--- src/rtl/core_sequencer_if.sv ---
// Memory-port handshake between the core sequencer and the shared memory.
//   mem_req   : memory request (sequencer -> memory)
//   mem_we    : store (write) qualifier for mem_req
//   addr_sel  : address select, 0 = PC, 1 = ALU result
//   mem_ready : completion from memory, single-cycle pulse or level
interface core_sequencer_if;
    logic mem_req;
    logic mem_we;
    logic addr_sel;
    logic mem_ready;

    modport master (
        output mem_req,
        output mem_we,
        output addr_sel,
        input  mem_ready
    );

    modport slave (
        input  mem_req,
        input  mem_we,
        input  addr_sel,
        output mem_ready
    );
endinterface

--- src/rtl/core_sequencer.sv ---
// Multi-cycle control FSM for the RISC-V core. It sequences
// FETCH/DECODE/EXEC/MEM/WB over a single shared memory port. It traps illegal
// opcodes and memory timeouts into HALT, and it counts retired instructions.
// Ports:
//   clk, rst_n     : clock (rising edge), asynchronous active-low reset
//   run            : level, execute when 1, stop at the next instruction boundary when 0
//   opcode         : instr[6:0] from the IR, captured on DECODE
//   branch_taken   : ALU branch compare, sampled in EXEC
//   mem            : memory handshake (mem_req, mem_we, addr_sel, mem_ready)
//   ir_load        : load IR from memory read data
//   pc_en, pc_src  : PC write strobe and select (0 PC+4, 1 PC+imm, 2 ALU)
//   reg_write      : register-file write strobe
//   busy, halted   : status (not IDLE/HALT; in HALT)
//   illegal        : sticky flag, set on an unsupported opcode
//   bus_err        : sticky flag, set on a memory timeout
//   instret        : retired-instruction counter
module core_sequencer #(
    parameter int unsigned TIMEOUT = 16,
    parameter int unsigned CNT_W   = 32
) (
    input  logic                    clk,
    input  logic                    rst_n,
    input  logic                    run,
    input  logic [6:0]              opcode,
    input  logic                    branch_taken,
    core_sequencer_if.master        mem,
    output logic                    ir_load,
    output logic                    pc_en,
    output logic [1:0]              pc_src,
    output logic                    reg_write,
    output logic                    busy,
    output logic                    halted,
    output logic                    illegal,
    output logic                    bus_err,
    output logic [CNT_W-1:0]        instret
);

    localparam int unsigned WAIT_W = $clog2(TIMEOUT + 1);

    localparam logic [6:0] OP_R      = 7'b0110011;
    localparam logic [6:0] OP_I      = 7'b0010011;
    localparam logic [6:0] OP_LOAD   = 7'b0000011;
    localparam logic [6:0] OP_STORE  = 7'b0100011;
    localparam logic [6:0] OP_BRANCH = 7'b1100011;
    localparam logic [6:0] OP_JAL    = 7'b1101111;
    localparam logic [6:0] OP_JALR   = 7'b1100111;

    typedef enum logic [2:0] {
        S_IDLE,
        S_FETCH,
        S_DECODE,
        S_EXEC,
        S_MEM,
        S_WB,
        S_HALT
    } state_t;

    state_t              state_q, state_d;
    logic [6:0]          op_q, op_d;
    logic                br_q, br_d;
    logic [WAIT_W-1:0]   wait_cnt_q, wait_cnt_d;
    logic                illegal_q, illegal_d;
    logic                bus_err_q, bus_err_d;
    logic [CNT_W-1:0]    instret_q, instret_d;

    logic                op_legal;
    logic                wait_expired;

    always_comb begin
        op_legal = 1'b0;
        case (opcode)
            OP_R, OP_I, OP_LOAD, OP_STORE,
            OP_BRANCH, OP_JAL, OP_JALR: op_legal = 1'b1;
            default:                    op_legal = 1'b0;
        endcase
    end

    assign wait_expired = (wait_cnt_q == WAIT_W'(TIMEOUT - 1));

    always_ff @(posedge clk or negedge rst_n) begin
        if (!rst_n) begin
            state_q    <= S_IDLE;
            op_q       <= '0;
            br_q       <= 1'b0;
            wait_cnt_q <= '0;
            illegal_q  <= 1'b0;
            bus_err_q  <= 1'b0;
            instret_q  <= '0;
        end else begin
            state_q    <= state_d;
            op_q       <= op_d;
            br_q       <= br_d;
            wait_cnt_q <= wait_cnt_d;
            illegal_q  <= illegal_d;
            bus_err_q  <= bus_err_d;
            instret_q  <= instret_d;
        end
    end

    // wait_cnt only holds a non-zero value while a FETCH/MEM wait is in
    // progress, so it is zero on every entry to FETCH or MEM.
    always_comb begin
        state_d      = state_q;
        op_d         = op_q;
        br_d         = br_q;
        wait_cnt_d   = '0;
        illegal_d    = illegal_q;
        bus_err_d    = bus_err_q;
        instret_d    = instret_q;
        ir_load      = 1'b0;
        pc_en        = 1'b0;
        pc_src       = 2'd0;
        reg_write    = 1'b0;
        mem.mem_req  = 1'b0;
        mem.mem_we   = 1'b0;
        mem.addr_sel = 1'b0;

        case (state_q)
            S_IDLE: begin
                if (run) state_d = S_FETCH;
            end
            S_FETCH: begin
                mem.mem_req = 1'b1;
                if (mem.mem_ready) begin
                    ir_load = 1'b1;
                    state_d = S_DECODE;
                end else if (wait_expired) begin
                    bus_err_d = 1'b1;
                    state_d   = S_HALT;
                end else begin
                    wait_cnt_d = wait_cnt_q + 1'b1;
                end
            end
            S_DECODE: begin
                op_d = opcode;
                if (op_legal) begin
                    state_d = S_EXEC;
                end else begin
                    illegal_d = 1'b1;
                    state_d   = S_HALT;
                end
            end
            S_EXEC: begin
                if (op_q == OP_BRANCH) br_d = branch_taken;
                if (op_q == OP_LOAD || op_q == OP_STORE) state_d = S_MEM;
                else                                     state_d = S_WB;
            end
            S_MEM: begin
                mem.mem_req  = 1'b1;
                mem.addr_sel = 1'b1;
                mem.mem_we   = (op_q == OP_STORE);
                if (mem.mem_ready) begin
                    state_d = S_WB;
                end else if (wait_expired) begin
                    bus_err_d = 1'b1;
                    state_d   = S_HALT;
                end else begin
                    wait_cnt_d = wait_cnt_q + 1'b1;
                end
            end
            S_WB: begin
                pc_en = 1'b1;
                case (op_q)
                    OP_JAL:    pc_src = 2'd1;
                    OP_JALR:   pc_src = 2'd2;
                    OP_BRANCH: pc_src = br_q ? 2'd1 : 2'd0;
                    default:   pc_src = 2'd0;
                endcase
                reg_write = (op_q != OP_STORE) && (op_q != OP_BRANCH);
                instret_d = instret_q + 1'b1;
                state_d   = run ? S_FETCH : S_IDLE;
            end
            S_HALT: begin
                state_d = S_HALT;
            end
            default: begin
                state_d = S_IDLE;
            end
        endcase
    end

    assign busy    = (state_q != S_IDLE) && (state_q != S_HALT);
    assign halted  = (state_q == S_HALT);
    assign illegal = illegal_q;
    assign bus_err = bus_err_q;
    assign instret = instret_q;

endmodule

--- src/flat_wrapper.sv ---
// flat-port wrapper written by rule: the top's interface ports become plain ports
module core_sequencer_flat 
#(
    parameter int unsigned TIMEOUT = 16,
    parameter int unsigned CNT_W   = 32
)
  (clk, rst_n, run, opcode, branch_taken, ir_load, pc_en, pc_src, reg_write, busy, halted, illegal, bus_err, instret, mem_mem_req, mem_mem_we, mem_addr_sel, mem_mem_ready);
  core_sequencer_if mem_i ();
  input  logic clk;
  input  logic rst_n;
  input  logic run;
  input  logic [6:0] opcode;
  input  logic branch_taken;
  output logic ir_load;
  output logic pc_en;
  output logic [1:0] pc_src;
  output logic reg_write;
  output logic busy;
  output logic halted;
  output logic illegal;
  output logic bus_err;
  output logic [CNT_W-1:0] instret;
  output wire logic [$bits(mem_i.mem_req)-1:0] mem_mem_req;
  output wire logic [$bits(mem_i.mem_we)-1:0] mem_mem_we;
  output wire logic [$bits(mem_i.addr_sel)-1:0] mem_addr_sel;
  input wire logic [$bits(mem_i.mem_ready)-1:0] mem_mem_ready;
  assign mem_mem_req = mem_i.mem_req;
  assign mem_mem_we = mem_i.mem_we;
  assign mem_addr_sel = mem_i.addr_sel;
  assign mem_i.mem_ready = mem_mem_ready;
  core_sequencer #(.TIMEOUT(TIMEOUT), .CNT_W(CNT_W)) u_core (.clk(clk), .rst_n(rst_n), .run(run), .opcode(opcode), .branch_taken(branch_taken), .mem(mem_i), .ir_load(ir_load), .pc_en(pc_en), .pc_src(pc_src), .reg_write(reg_write), .busy(busy), .halted(halted), .illegal(illegal), .bus_err(bus_err), .instret(instret));
endmodule
--- config.mk ---
export PLATFORM = sky130hd
export DESIGN_NAME = core_sequencer_flat
export DESIGN_NICKNAME = d
export VERILOG_FILES = /design/src/rtl/core_sequencer_if.sv /design/src/rtl/core_sequencer.sv /design/src/flat_wrapper.sv
export SDC_FILE = /design/constraint.sdc
export NUM_CORES = 1
export LEC_CHECK = 0
export CAP_MARGIN = 20
export CORE_ASPECT_RATIO = 1.2
export CORE_MARGIN = 2
export CORE_UTILIZATION = 50
export DETAILED_ROUTE_END_ITERATION = 7
export GPL_ROUTABILITY_DRIVEN = 0
export PLACE_DENSITY = 0.8
export SYNTH_ARGS = -nofsm -noshare
export SYNTH_HDL_FRONTEND = slang
export SYNTH_SLANG_ARGS = --single-unit
--- constraint.sdc ---
create_clock -name clk -period 2.5 [get_ports clk]
set_input_delay 0.375 -clock clk [delete_from_list [all_inputs] [get_ports clk]]
set_output_delay 0.375 -clock clk [all_outputs]
set_load 0.02 [all_outputs]
### Yosys cells after proc, flatten, opt, wreduce, memory -nomap -nowiden

Index checks and enable logic that the tools add are counted.

| operators by class | value |
|---|---|
| add/subtract/negate cells | 2 |
| equality and inequality tests | 23 |
| muxes and demuxes | 22 |
| bitwise gates (word level) | 2 |
| reduce and logical (&&, ||, !) cells | 10 |

Operators by type and width:

| operator | count |
|---|---|
| $eq 7x7->1 const B | 6 |
| $add 32x1->32 const B | 1 |
| $eq 7x6->1 const B | 3 |
| $pmux 3 s7 | 1 |
| $mux 3 | 5 |
| $mux 5 | 3 |
| $eq 7x2->1 const B | 2 |
| $mux 1 | 11 |
| $eq 3x3->1 const B | 3 |
| $eq 7x5->1 const B | 1 |
| $ne 7x6->1 const B | 1 |
| $ne 7x7->1 const B | 1 |
| $reduce_or 7->1 | 1 |
| $eq 3x2->1 const B | 2 |
| $pmux 2 s3 | 1 |
| $add 5x1->5 const B | 1 |
| $eq 5x4->1 const B | 1 |
| $reduce_and 2->1 | 2 |
| $eq 3x1->1 const B | 1 |
| $logic_not 3->1 | 1 |
| $ne 3x3->1 const B | 1 |
| $reduce_and 3->1 | 1 |
| $reduce_bool 3->1 | 1 |
| $logic_and 1x1->1 | 2 |
| 5 further kinds | 6 |

| storage, ports and cells | value |
|---|---|
| bits in registers | 50 |
| input bits | 12 |
| output and inout port bits | 44 |

### Logic depth before layout (Yosys ltp)

Gate-level depths: netlist (run 1).

| logic depth | value |
|---|---|
| word-level depth | 5 |
| gate-level depth with buffers | 6 |

### Worst setup path before layout (run 1)

OpenSTA, ideal clock, no wires.

| timing path | value |
|---|---|
| path kind | reg2out |
| from | register u_core.state_q[1] |
| to | output port pc_src[1] |
| data arrival time | 1611 ps |
| data required time | 2125 ps |
| path slack | 514 ps |
| cell stages (with the launch flop) | 6 |
| buffers on the path | 1 |
| path through | dfrtp_1 -> nand3b_2 -> buf_6 -> inv_1 -> nand3_1 -> nor3b_1 |

| between the ends | value |
|---|---|
| word-level cells in the longest chain between the ends | 2 |

RTL lines:

| what | line | RTL |
|---|---|---|
| start, declared | core_sequencer.sv:58 | `state_t state_q, state_d;` |
| start signal, assigned | core_sequencer.sv:90 | `state_q <= state_d;` |
| $eq 3x3->1 | core_sequencer.sv:118 | `case (state_q)` |
| $mux 2 | core_sequencer.sv:118 |  |
| end, declared | flat_wrapper.sv:16 | `output logic [1:0] pc_src;` |

No other way between the ends.

### Worst setup path after layout (run 1)

Same ends and word-level chain as after synthesis.

==> results.rst, run 1 <==
.. list-table::
   :header-rows: 1

   * - Metric
     - Value
   * - Depth of the CTS H-tree
     - 2
   * - Wire length per cell after detailed routing
     - 14.1 um
   * - Count of final max-slew check failures
     - 0
   * - Count of distinct cell types in the synthesized netlist
     - 41
   * - Number of buffers created by CTS
     - 5
   * - Sequential cell area
     - 0.00125 mm^2
   * - Post-DP HPWL
     - 3.51 mm
   * - Die area
     - roughly 0.0054 mm^2
   * - Max_cap viols
     - 0
   * - Worst hold-check slack
     - between 150 and 200 ps
   * - FF-to-FF setup slack
     - approximately 650 ps
   * - Worst stage delay on the critical path
     - 620 ps
   * - Area growth, synth to finish
     - 30.2%
   * - Design Area, Final
     - 0.00314 mm^2
   * - Cell area power density
     - 753 mW/mm^2
   * - Setup repair after global routing missed its margin
     - false
   * - Category of the critical setup timing path
     - reg2out
   * - Post-Synthesis Net Count
     - 233
   * - Boundary pin count
     - 56
   * - Req. time, crit path
     - 2120 ps
   * - Fraction of final layout cells sized beyond drive strength 1
     - around a tenth
   * - Maximum number of pins on one net before global-route repair
     - 51
   * - R2R depth
     - 5
   * - Result of the run
     - completed
   * - Clk Latency, worst-skew pair
     - 300 ps
   * - Count of non-filler cells in the finished layout
     - 339
   * - Chip height
     - 80.1 um
   * - Minimum clock period after layout
     - 2330 ps
   * - Crit Reg-Reg Startpoint
     - u_core.state_q[1]
   * - Final Routed Wirelength
     - 4.77 mm
   * - WP data arrival
     - 1960 ps
   * - Number of clock sinks
     - 50
   * - Family of cells with the greatest summed delay on the critical path
     - buffers and inverters
   * - Grt ovf
     - 0
   * - Die extent in x
     - 67.4 um
   * - Via count of the first global-routing pass
     - 1789
   * - Final net count
     - 294
   * - Worst ir drop on vdd
     - 0.595 mV
   * - Sequential share of the synthesized area
     - 51.8%
   * - Syn Std Cell Area
     - between 0.002 and 0.0025 mm^2
   * - Detailed Route Iter0 Violations
     - 139
   * - Clock tree from TritonCTS
     - done
   * - Total iterations of the first detailed-routing run
     - 4
   * - Initial Util
     - 52.2%
   * - HP Class
     - in2async
   * - Reg-to-reg endpoint
     - u_core.instret[22]
   * - Fin worst setup slack
     - 169 ps
   * - Max_slew headroom
     - 58.9%
   * - Count of inserted antenna diode cells
     - 0
   * - Kind of start point of the critical path
     - flip-flop
   * - Number of buffer and inverter instances along the worst setup path
     - 2
   * - Multi-input logic area
     - between 0.001 and 0.0015 mm^2
   * - Final-report hold violation count
     - 0
   * - Clock slew seen by the registers of the worst setup and hold paths
     - 90 ps
   * - Number of warnings issued by yosys
     - 0
   * - Maximum fanout count along the critical path
     - 4
   * - Number of design rule violations left after detail routing
     - 0
   * - Max Buffers Root-to-Sink
     - 2
   * - Max Freq
     - around 0.43 GHz
   * - DP Worst Slack
     - 374 ps
   * - Cell Rows
     - 27
   * - Number of placed instances with taps included
     - ~330
   * - Core Area
     - roughly 0.0046 mm^2
   * - Synthesized flop and latch total
     - 50
   * - Clock skew
     - 4.99 ps
   * - Total Routing Usage GR
     - between 10% and 20%
   * - Leakage power
     - 1.39 nW
   * - Syn Area/Cell
     - between 10 and 15 um^2
   * - Tightest Pin Transition
     - 617 ps
   * - First-pass GRT wire length
     - 7.88 mm
   * - Kind of end point of the critical path
     - output port
   * - Layout fillers
     - around 370
   * - Initial antenna violation count
     - 0
   * - Number of hold-repair buffers added at the cts stage
     - 0
   * - Ratio of final minimum period to clock period
     - 93.2%
   * - Count of vias placed by the detailed router
     - between 1.5k and 2k
   * - ANT nets after route
     - 0
   * - Cells after Synth
     - between 200 and 250
   * - Setup TNS
     - 0 ps
   * - Port Buffer Count
     - 55
   * - Final setup viols
     - 0
   * - Critical path cell sequence
     - nand3b_2 > inv_1 > nand3_1 > nor3b_1 > clkdlybuf4s50_1
   * - Post-detailed-route via-to-cell ratio
     - 5.60
   * - Critical-path top delay cell
     - sky130_fd_sc_hd__clkdlybuf4s50_1
   * - Clock Tree Root
     - sky130_fd_sc_hd__clkbuf_8
   * - Post-place instance area
     - 0.00303 mm^2
==> cell families (layout without fill, tap and decap cells) <==
logic type,after synthesis,after routing,share of synthesized area [%]
simple gates,101,101,24.7
xor+xnor,34,34,12.3
compound gates,13,13,3.99
flops,50,50,51.8
mux,9,9,4.15
buf+inv,10,72,2.02
fa+ha+maj,2,2,1.04
==> registers in the layout, indices dropped and copies added, names as in the netlist <==
name / flops
u_core.instret: 32
u_core.br_q: 1
u_core.op_q: 7
u_core.illegal: 1
u_core.wait_cnt_q: 5
u_core.bus_err: 1
u_core.state_q: 3
==> stage by stage <==
stage / power (W) / utilization (%)
after global routing: 0.00251 / 67.9
after floorplan: 0.00153 / -
after global placement: 0.00180 / 65.5
after CTS: 0.00239 / 67.9
final: 0.00237 / 67.9
after detailed placement: 0.00182 / 65.5
==> cells in the final DEF (no fill, tap or decap), types with 3 or more instances in the layout <==
master / instances
sky130_fd_sc_hd__nand2b_1: 3
sky130_fd_sc_hd__nand4_1: 16
sky130_fd_sc_hd__a21oi_1: 3
sky130_fd_sc_hd__dfrtp_1: 49
sky130_fd_sc_hd__buf_4: 3
sky130_fd_sc_hd__nor3_1: 3
sky130_fd_sc_hd__xor2_1: 8
sky130_fd_sc_hd__mux2_2: 8
sky130_fd_sc_hd__clkdlybuf4s50_1: 54
sky130_fd_sc_hd__and4_1: 3
sky130_fd_sc_hd__xnor2_1: 26
sky130_fd_sc_hd__and3_1: 10
sky130_fd_sc_hd__clkbuf_8: 5
sky130_fd_sc_hd__nand3_1: 15
sky130_fd_sc_hd__and2_1: 3
sky130_fd_sc_hd__nor2_1: 15
sky130_fd_sc_hd__inv_1: 6
sky130_fd_sc_hd__nand2_1: 17
==> synth_stat cells, drive strengths merged <==
cell / instances / area share, %
nand4b: 2 / 0.73
inv: 6 / 0.93
o21ai: 1 / 0.21
nor2: 16 / 2.6
and3b: 1 / 0.36
or2: 2 / 0.52
and4: 3 / 1.1
nand3: 15 / 3.1
o32ai: 1 / 0.36
and2: 4 / 1.0
a221oi: 1 / 0.36
clkbuf: 2 / 0.31
and3: 10 / 2.6
a211o: 1 / 0.36
mux2: 8 / 3.7
buf: 2 / 0.78
a211oi: 1 / 0.31
mux2i: 1 / 0.41
a21oi: 3 / 0.62
nand2: 17 / 2.6
nor3b: 1 / 0.31
xnor2: 26 / 9.4
xor2: 8 / 2.9
o211a: 1 / 0.41
a21o: 2 / 0.62
ha: 2 / 1.0
and4b: 1 / 0.41
nand4: 17 / 4.7
o311ai: 2 / 0.73
nor4: 3 / 2.0
nand2b: 3 / 0.78
nor3: 4 / 1.0
dfrtp: 50 / 52
nand3b: 2 / 0.78
==> routing by layer <==
metal  track usage [%]  share of wire, %
met5                 0                 0
met4              5.31              0.88
met3              4.90               5.6
met2              33.1                52
met1              23.4                42
==> how the worst max path moves through the flow <==
stage	start	end	slack [ps]	cells past startpoint
finish	u_core.state_q[1]	pc_src[1]	170	5
global route	u_core.state_q[2]	pc_src[1]	50	5
CTS	u_core.state_q[2]	pc_src[1]	70	5
detailed placement	mem_mem_ready	ir_load	370	3
global placement	mem_mem_ready	ir_load	410	3
floorplan	u_core.state_q[1]	pc_src[1]	510	5
==> final cells by class <==
type / count / share of cell area, %
clock buffer: 5 / 2.19
clock inverter: 3 / 1.43
inverter: 6 / 0.716
multi-input combinational: 159 / 35.5
sequential: 50 / 39.8
tap: 58 / 2.31
timing repair buffer: 58 / 18.1
==> power by group <==
part,switching (W),internal [W],leakage (nW)
combinational,0.000366,0.000364,0.677
sequential,0.000141,0.000933,0.665
clock,0.000268,0.000298,0.0504
total,0.000774,0.00159,1.39
==> repair_timing <==
action | CTS | global route
buffers inserted | 0 | 0
endpoints found under the setup margin | 0 | 1
resized for setup | 0 | 1
Note: power is estimated with default switching activity, not from simulation.
==> run 2: changes to the inputs <==
--- a/config.mk
+++ b/config.mk
@@ -6,9 +6,10 @@
 export NUM_CORES = 1
 export LEC_CHECK = 0
 export CAP_MARGIN = 20
-export CORE_ASPECT_RATIO = 1.2
+export CORE_ASPECT_RATIO = 1.25
 export CORE_MARGIN = 2
 export CORE_UTILIZATION = 50
+export CTS_CLUSTER_SIZE = 12
 export DETAILED_ROUTE_END_ITERATION = 7
 export GPL_ROUTABILITY_DRIVEN = 0
 export PLACE_DENSITY = 0.8
==> run 2 against run 1 <==
Wire length rose by 2.1%. Largest cell class unchanged. Setup slack improved by 15 ps. Critical endpoint unchanged. Non-clock buffer count rose by 2. Global-route usage rose by 1.4 points. Flip-flop and latch count did not move. Register-to-register slack got worse by 50 ps. Clock skew rose by 3.5 ps. Fmax rose by 0.66%.
==> results.rst, run 2 (synthesis results as in run 1) <==
.. list-table::
   :header-rows: 1

   * - Metric
     - Value
   * - Clock Tree Root
     - sky130_fd_sc_hd__clkbuf_8 (unchanged)
   * - Total Routing Usage GR
     - 20.5% (was 19.2%)
   * - Reg-to-reg endpoint
     - u_core.instret[22] (unchanged)
   * - Initial antenna violation count
     - 0 (unchanged)
   * - Minimum clock period after layout
     - 2320 ps (was 2330 ps)
   * - Die extent in x
     - 66.2 um (was 67.4 um)
   * - Wire length per cell after detailed routing
     - 14.2 um (was 14.1 um)
   * - Max_slew headroom
     - 55.8% (was 58.9%)
   * - Area growth, synth to finish
     - 30.1% (was 30.2%)
   * - Critical path cell sequence
     - nand3b_2 > inv_1 > nand3_1 > nor3b_1 > clkdlybuf4s50_1 (unchanged)
   * - Category of the critical setup timing path
     - reg2out (unchanged)
   * - WP data arrival
     - 1940 ps (was 1960 ps)
   * - Count of vias placed by the detailed router
     - 1883 (was 1899)
   * - Fraction of final layout cells sized beyond drive strength 1
     - 10.2% (was 10.3%)
   * - GR Layer Usage met3
     - 3.97% (was 4.90%)
   * - Number of buffers created by CTS
     - 5 (unchanged)
   * - Final net count
     - 296 (was 294)
   * - Max Freq
     - 0.432 GHz (was 0.429 GHz)
   * - Critical-path top delay cell
     - sky130_fd_sc_hd__clkdlybuf4s50_1 (unchanged)
   * - Depth of the CTS H-tree
     - 2 (unchanged)
   * - FF-to-FF setup slack
     - 600 ps (was 650 ps)
   * - Final-report hold violation count
     - 0 (unchanged)
   * - Setup repair after global routing missed its margin
     - false (unchanged)
   * - Worst stage delay on the critical path
     - 620 ps (about the same)
   * - First-pass GRT wire length
     - 8.67 mm (was 7.88 mm)
   * - Kind of start point of the critical path
     - flip-flop (unchanged)
   * - Chip height
     - 81.7 um (was 80.1 um)
   * - Count of final max-slew check failures
     - 0 (unchanged)
   * - HP Class
     - reg2reg (was in2async)
   * - Post-detailed-route via-to-cell ratio
     - 5.49 (was 5.60)
   * - Final setup viols
     - 0 (unchanged)
   * - Number of placed instances with taps included
     - 334 (was 331)
   * - ANT nets after route
     - 0 (unchanged)
   * - Max_cap viols
     - 0 (unchanged)
   * - Req. time, crit path
     - 2120 ps (about the same)
   * - R2R depth
     - 5 (unchanged)
   * - Via count of the first global-routing pass
     - 1936 (was 1789)
   * - Detailed Route Iter0 Violations
     - 142 (was 139)
   * - Leading cell types in the layout, fill and taps excluded
     - sky130_fd_sc_hd__clkdlybuf4s50_1 (54), sky130_fd_sc_hd__dfrtp_1 (49), sky130_fd_sc_hd__xnor2_1 (26), sky130_fd_sc_hd__nand2_1 (17), sky130_fd_sc_hd__nand4_1 (16) (unchanged)
   * - Count of inserted antenna diode cells
     - 0 (unchanged)
   * - Worst ir drop on vdd
     - 0.555 mV (was 0.595 mV)
   * - Fin worst setup slack
     - 184 ps (was 169 ps)
   * - Final Core Density
     - 66.9% (was 67.9%)
   * - Port Buffer Count
     - 55 (unchanged)
   * - Result of the run
     - completed (unchanged)
   * - Maximum number of pins on one net before global-route repair
     - 20 (was 51)
   * - Termination of the worst setup path
     - pc_src[1] (unchanged)
   * - Clock slew seen by the registers of the worst setup and hold paths
     - 90 ps (about the same)
   * - Max Buffers Root-to-Sink
     - 2 (unchanged)
   * - Total iterations of the first detailed-routing run
     - 4 (unchanged)
   * - Number of flip-flops in the largest register
     - 32 (unchanged)
   * - Kind of end point of the critical path
     - output port (unchanged)
   * - Grt ovf
     - 0 (unchanged)
   * - Clk Latency, worst-skew pair
     - 300 ps (about the same)
   * - Maximum fanout count along the critical path
     - 10 (was 4)
   * - Most common cell after layout, fill and taps aside
     - sky130_fd_sc_hd__clkdlybuf4s50_1 (unchanged)
   * - GR met1 Demand/Resource
     - 24.6% (was 23.4%)
   * - Cell area power density
     - 726 mW/mm^2 (was 753 mW/mm^2)
   * - Cell Rows
     - 28 (was 27)
   * - Tightest Pin Transition
     - 658 ps (was 617 ps)
   * - Leakage power
     - 1.40 nW (was 1.39 nW)
   * - Setup TNS
     - 0 ps (unchanged)
   * - Number of clock sinks
     - 50 (unchanged)
   * - Clock skew
     - 8.53 ps (was 4.99 ps)
   * - Boundary pin count
     - 56 (unchanged)
   * - Post-DP HPWL
     - 3.66 mm (was 3.51 mm)
   * - Ratio of final minimum period to clock period
     - 92.6% (was 93.2%)
   * - Most Used Layer, Global Route
     - met2 (unchanged)
   * - Core Area
     - 0.00469 mm^2 (was 0.00463 mm^2)
   * - DP Worst Slack
     - 407 ps (was 374 ps)
   * - Die area
     - 0.00541 mm^2 (was 0.00540 mm^2)
   * - Clock tree from TritonCTS
     - done (unchanged)
   * - Initial Util
     - 51.4% (was 52.2%)
   * - Crit path launch
     - u_core.state_q[2] (was u_core.state_q[1])
   * - Number of design rule violations left after detail routing
     - 0 (unchanged)
   * - Final Routed Wirelength
     - 4.87 mm (was 4.77 mm)
   * - Crit Reg-Reg Startpoint
     - u_core.state_q[2] (was u_core.state_q[1])
   * - Count of non-filler cells in the finished layout
     - 343 (was 339)
   * - Met2 usage in global routing
     - 37.5% (was 33.1%)
run 2: cell count changes in the layout (fill, tap and decap cells not counted):
cell	previous run	this run
sky130_fd_sc_hd__buf_4	3	4
sky130_fd_sc_hd__clkinv_2	0	1
sky130_fd_sc_hd__dlygate4sd3_1	0	1
sky130_fd_sc_hd__bufinv_16	1	0
sky130_fd_sc_hd__clkinvlp_4	2	0
sky130_fd_sc_hd__clkbuf_8	5	6
sky130_fd_sc_hd__clkbuf_1	0	1
run 2: stage by stage:
stage	total power [W]	hold slack (ps)	cell area (um^2)
6_report	0.00228	461	3140
5_1_grt	0.00242	494	3140
4_1_cts	0.00230	468	3140
3_5_place_dp	0.00182	311	3040
3_3_place_gp	0.00181	310	3040
2_1_floorplan	0.00153	79.4	2410
run 2: worst min-delay path by stage:
stage | from | endpoint | slack, ps | depth (start not counted)
finish | u_core.wait_cnt_q[0] | u_core.wait_cnt_q[0] | 460 | 1
global route | u_core.wait_cnt_q[0] | u_core.wait_cnt_q[0] | 490 | 1
CTS | u_core.wait_cnt_q[0] | u_core.wait_cnt_q[0] | 470 | 1
detailed placement | rst_n | u_core.instret[8] | 310 | 1
global placement | rst_n | u_core.instret[8] | 310 | 1
floorplan | rst_n | u_core.br_q | 80 | 0
run 2: timing repair:
action	CTS	global route
endpoints found under the setup margin	0	1
hold buffers	1	0
resized for setup	0	1
buffers inserted	0	0
hold endpoints to repair	16	0
run 2: critical path: cells and delay by family (launching register included):
family | cells | cell delay [ps]
AND/OR/NAND/NOR | 3 | 420
flip-flops | 1 | 480
buffers and inverters | 2 | 740
run 2: final cells by class:
class,instances,area (um^2)
Inverter,6,22.5
Clock inverter,1,5.00
Clock buffer,7,86.3
Tap cell,60,75.1
Fill cell,389,1550
Sequential cell,50,1250
Multi-Input combinational cell,159,1110
Timing Repair Buffer,60,586
run 2: per-layer routing:
| metal | part of all wire [%] | wire (um) |
|---|---|---|
| met4 | 1.0 | 50 |
| met1 | 43 | 2080 |
| met3 | 3.8 | 184 |
| met5 | 0 | 0 |
| met2 | 53 | 2560 |
run 2: where the power goes:
| part | leakage, nW | internal, W | switching, W |
|---|---|---|---|
| Clock | 0.0482 | 0.000224 | 0.000250 |
| Combinational | 0.686 | 0.000365 | 0.000366 |
| Sequential | 0.665 | 0.000933 | 0.000143 |
==> run 3: changes to the inputs <==
--- a/config.mk
+++ b/config.mk
@@ -6,13 +6,13 @@
 export NUM_CORES = 1
 export LEC_CHECK = 0
 export CAP_MARGIN = 20
-export CORE_ASPECT_RATIO = 1.25
 export CORE_MARGIN = 2
 export CORE_UTILIZATION = 50
 export CTS_CLUSTER_SIZE = 12
 export DETAILED_ROUTE_END_ITERATION = 7
 export GPL_ROUTABILITY_DRIVEN = 0
 export PLACE_DENSITY = 0.8
+export SKIP_LAST_GASP = 1
 export SYNTH_ARGS = -nofsm -noshare
 export SYNTH_HDL_FRONTEND = slang
 export SYNTH_SLANG_ARGS = --single-unit
==> run 3 against run 2 <==
Fmax shrank 2.1%. Critical endpoint is now mem_mem_we. Power grew 0.80%. Via count up 0.11%. First-iteration DRC count up 9.9%. Clock power up 3%. Critical path depth down 1. Core utilization down 0.58 points. Worst hold slack worse by 310 ps. Sequential share of layout area up 0.41 points. Largest cell class unchanged. Register-to-register slack worse by 130 ps. Combinational power shrank 2%. Cell count decreased by 2.6%.
==> results.rst, run 3 (synthesis results as in run 1) <==
.. list-table::
   :header-rows: 1

   * - Metric
     - Value
   * - Leading cell types in the layout, fill and taps excluded
     - sky130_fd_sc_hd__clkdlybuf4s50_1 (52), sky130_fd_sc_hd__dfrtp_1 (48), sky130_fd_sc_hd__xnor2_1 (26), sky130_fd_sc_hd__nand2_1 (17), sky130_fd_sc_hd__nand4_1 (16) (was sky130_fd_sc_hd__clkdlybuf4s50_1 (54), sky130_fd_sc_hd__dfrtp_1 (49), sky130_fd_sc_hd__xnor2_1 (26), sky130_fd_sc_hd__nand2_1 (17), sky130_fd_sc_hd__nand4_1 (16))
   * - Category of the critical setup timing path
     - reg2out (unchanged)
   * - Grt ovf
     - 0 (unchanged)
   * - Wire length per cell after detailed routing
     - 15.0 um (was 14.2 um)
   * - Worst hold-check slack
     - 155 ps (was 461 ps)
   * - Max_cap viols
     - 0 (unchanged)
   * - WP data arrival
     - 1990 ps (was 1940 ps)
   * - Leakage power
     - 1.40 nW (about the same)
   * - Die extent in x
     - 73.5 um (was 66.2 um)
   * - Final Routed Wirelength
     - 5.01 mm (was 4.87 mm)
   * - Critical path cell sequence
     - nand2b_1 > nor2_1 > and3b_1 > clkdlybuf4s50_1 (was nand3b_2 > inv_1 > nand3_1 > nor3b_1 > clkdlybuf4s50_1)
   * - Number of design rule violations left after detail routing
     - 0 (unchanged)
   * - Fraction of final layout cells sized beyond drive strength 1
     - 10.4% (was 10.2%)
   * - Ratio of final minimum period to clock period
     - 94.7% (was 92.6%)
   * - Internal Dissipation
     - 0.00149 W (was 0.00152 W)
   * - Setup TNS
     - 0 ps (unchanged)
   * - Minimum clock period after layout
     - 2370 ps (was 2320 ps)
   * - Clock skew
     - 16.5 ps (was 8.53 ps)
   * - Result of the run
     - completed (unchanged)
   * - Depth of the CTS H-tree
     - 2 (unchanged)
   * - Number of buffers created by CTS
     - 5 (unchanged)
   * - Combinational power share
     - 31.3% (was 32.0%)
   * - Cell Rows
     - 25 (was 28)
   * - Initial antenna violation count
     - 0 (unchanged)
   * - Setup repair after global routing missed its margin
     - false (unchanged)
   * - Share of power burned in the clock network
     - 21.3% (was 20.8%)
   * - Clock slew seen by the registers of the worst setup and hold paths
     - 100 ps (was 90 ps)
   * - Critical-path top delay cell
     - sky130_fd_sc_hd__clkdlybuf4s50_1 (unchanged)
   * - Clock Tree Root
     - sky130_fd_sc_hd__clkbuf_8 (unchanged)
   * - Sequential power share
     - 47.4% (was 47.2%)
   * - HP Class
     - in2async (was reg2reg)
   * - Number of hold-repair buffers added at the cts stage
     - 0 (was 1)
   * - Max_slew headroom
     - 58.2% (was 55.8%)
   * - ANT nets after route
     - 0 (unchanged)
   * - Chip height
     - 73.5 um (was 81.7 um)
   * - Kind of start point of the critical path
     - flip-flop (unchanged)
   * - Total iterations of the first detailed-routing run
     - 4 (unchanged)
   * - Post-detailed-route via-to-cell ratio
     - 5.64 (was 5.49)
   * - Clk Latency, worst-skew pair
     - 320 ps (was 300 ps)
   * - Most common cell after layout, fill and taps aside
     - sky130_fd_sc_hd__clkdlybuf4s50_1 (unchanged)
   * - Total Routing Usage GR
     - 20.5% (about the same)
   * - Die area
     - 0.00540 mm^2 (was 0.00541 mm^2)
   * - Post-DP HPWL
     - 3.63 mm (was 3.66 mm)
   * - Via count of the first global-routing pass
     - 1771 (was 1936)
   * - Core Area
     - 0.00469 mm^2 (about the same)
   * - Power spent charging and discharging nets
     - 0.000808 W (was 0.000759 W)
   * - Req. time, crit path
     - 2120 ps (about the same)
   * - Kind of end point of the critical path
     - output port (unchanged)
   * - Boundary pin count
     - 56 (unchanged)
   * - Initial Util
     - 51.5% (was 51.4%)
   * - Worst ir drop on vdd
     - 0.669 mV (was 0.555 mV)
   * - Number of clock sinks
     - 50 (unchanged)
   * - Count of vias placed by the detailed router
     - 1885 (was 1883)
   * - Maximum fanout count along the critical path
     - 7 (was 10)
   * - Number of flip-flops in the largest register
     - 32 (unchanged)
   * - Port Buffer Count
     - 55 (unchanged)
   * - Max Buffers Root-to-Sink
     - 2 (unchanged)
   * - Worst stage delay on the critical path
     - 610 ps (was 620 ps)
   * - Max Freq
     - 0.423 GHz (was 0.432 GHz)
   * - Tightest Pin Transition
     - 628 ps (was 658 ps)
   * - Final setup viols
     - 0 (unchanged)
   * - Maximum number of pins on one net before global-route repair
     - 51 (was 20)
   * - Net Sw Frac
     - 35.2% (was 33.3%)
   * - Crit path launch
     - u_core.state_q[0] (was u_core.state_q[2])
   * - Clock tree from TritonCTS
     - done (unchanged)
   * - Count of final max-slew check failures
     - 0 (unchanged)
   * - Final net count
     - 293 (was 296)
   * - Cell area power density
     - 738 mW/mm^2 (was 726 mW/mm^2)
   * - Detailed Route Iter0 Violations
     - 156 (was 142)
   * - Final-report hold violation count
     - 0 (unchanged)
   * - Count of inserted antenna diode cells
     - 0 (unchanged)
   * - Crit Reg-Reg Startpoint
     - u_core.state_q[1] (was u_core.state_q[2])
   * - Area growth, synth to finish
     - 28.9% (was 30.1%)
   * - First-pass GRT wire length
     - 8.52 mm (was 8.67 mm)
-- run 3: changes by cell type in the layout (fill, tap and decap cells not counted), sizes merged --
| cell | before | now |
|---|---|---|
| clkinvlp | 0 | 2 |
| dlygate4sd2 | 0 | 1 |
| clkbuf | 7 | 5 |
| clkinv | 1 | 0 |
| dlymetal6s2s | 0 | 1 |
| buf | 5 | 3 |
| inv | 6 | 7 |
| dlygate4sd3 | 1 | 0 |
| clkdlybuf4s50 | 54 | 52 |
-- run 3: power by group through the flow --
stage	registers [W]	clock network, W	logic, W
2_1_floorplan	0.00108	0	0.000457
3_3_place_gp	0.00109	0	0.000698
3_5_place_dp	0.00110	0	0.000716
4_1_cts	0.00109	0.000496	0.000722
5_1_grt	0.00112	0.000540	0.000788
6_report	0.00109	0.000490	0.000718
-- run 3: final timing paths --
check                      cells past startpoint              endpoint  slack [ps]
min                                            2    u_core.instret[15]         160
min in group clk                               1  u_core.wait_cnt_q[0]         460
max in group asynchronous                      2     u_core.state_q[2]        1890
max reg2reg                                    5    u_core.instret[28]         470
max                                            4            mem_mem_we         130
min reg2reg                                    1  u_core.wait_cnt_q[0]         460
-- run 3: critical path, delay by kind of cell (launching register included) --
kind | cells | cell delay, ps
buf+inv | 1 | 610
simple gates | 3 | 620
flops | 1 | 460
-- run 3: cell type report --
type / instances / area (um^2)
clock inverter: 3 / 23.8
inverter: 6 / 22.5
tap: 54 / 67.6
fill: 395 / 1580
multi-input combinational: 159 / 1110
sequential: 50 / 1250
timing repair buffer: 57 / 562
clock buffer: 5 / 68.8
-- run 3: repair_timing --
item | in CTS | in global routing
setup endpoints to repair | 1 | 2
setup buffers | 0 | 0
resized for setup | 1 | 3
-- run 3: metal layers --
layer  part of all wire (%)  vias to the layer above  routed length [um]  global-route usage [%]
li1                       -                      897                   -                       -
met1                     45                      921                2250                    28.6
met2                     49                       61                2440                    31.8
met3                    5.2                        6                 258                    4.94
met4                    1.3                        0                  64                    6.46
met5                      0                        -                   0                       0
-- run 3: metrics by stage --
stage	utilization [%]	setup slack, ps	instance area (um^2)	power, W	std cells
after floorplan	-	514	2410	0.00153	219
after global placement	64.3	372	3020	0.00179	326
after detailed placement	64.3	325	3020	0.00182	326
after CTS	66.2	50.0	3110	0.00231	334
after global routing	66.3	53.2	3110	0.00244	334
final	66.3	133	3110	0.00230	334
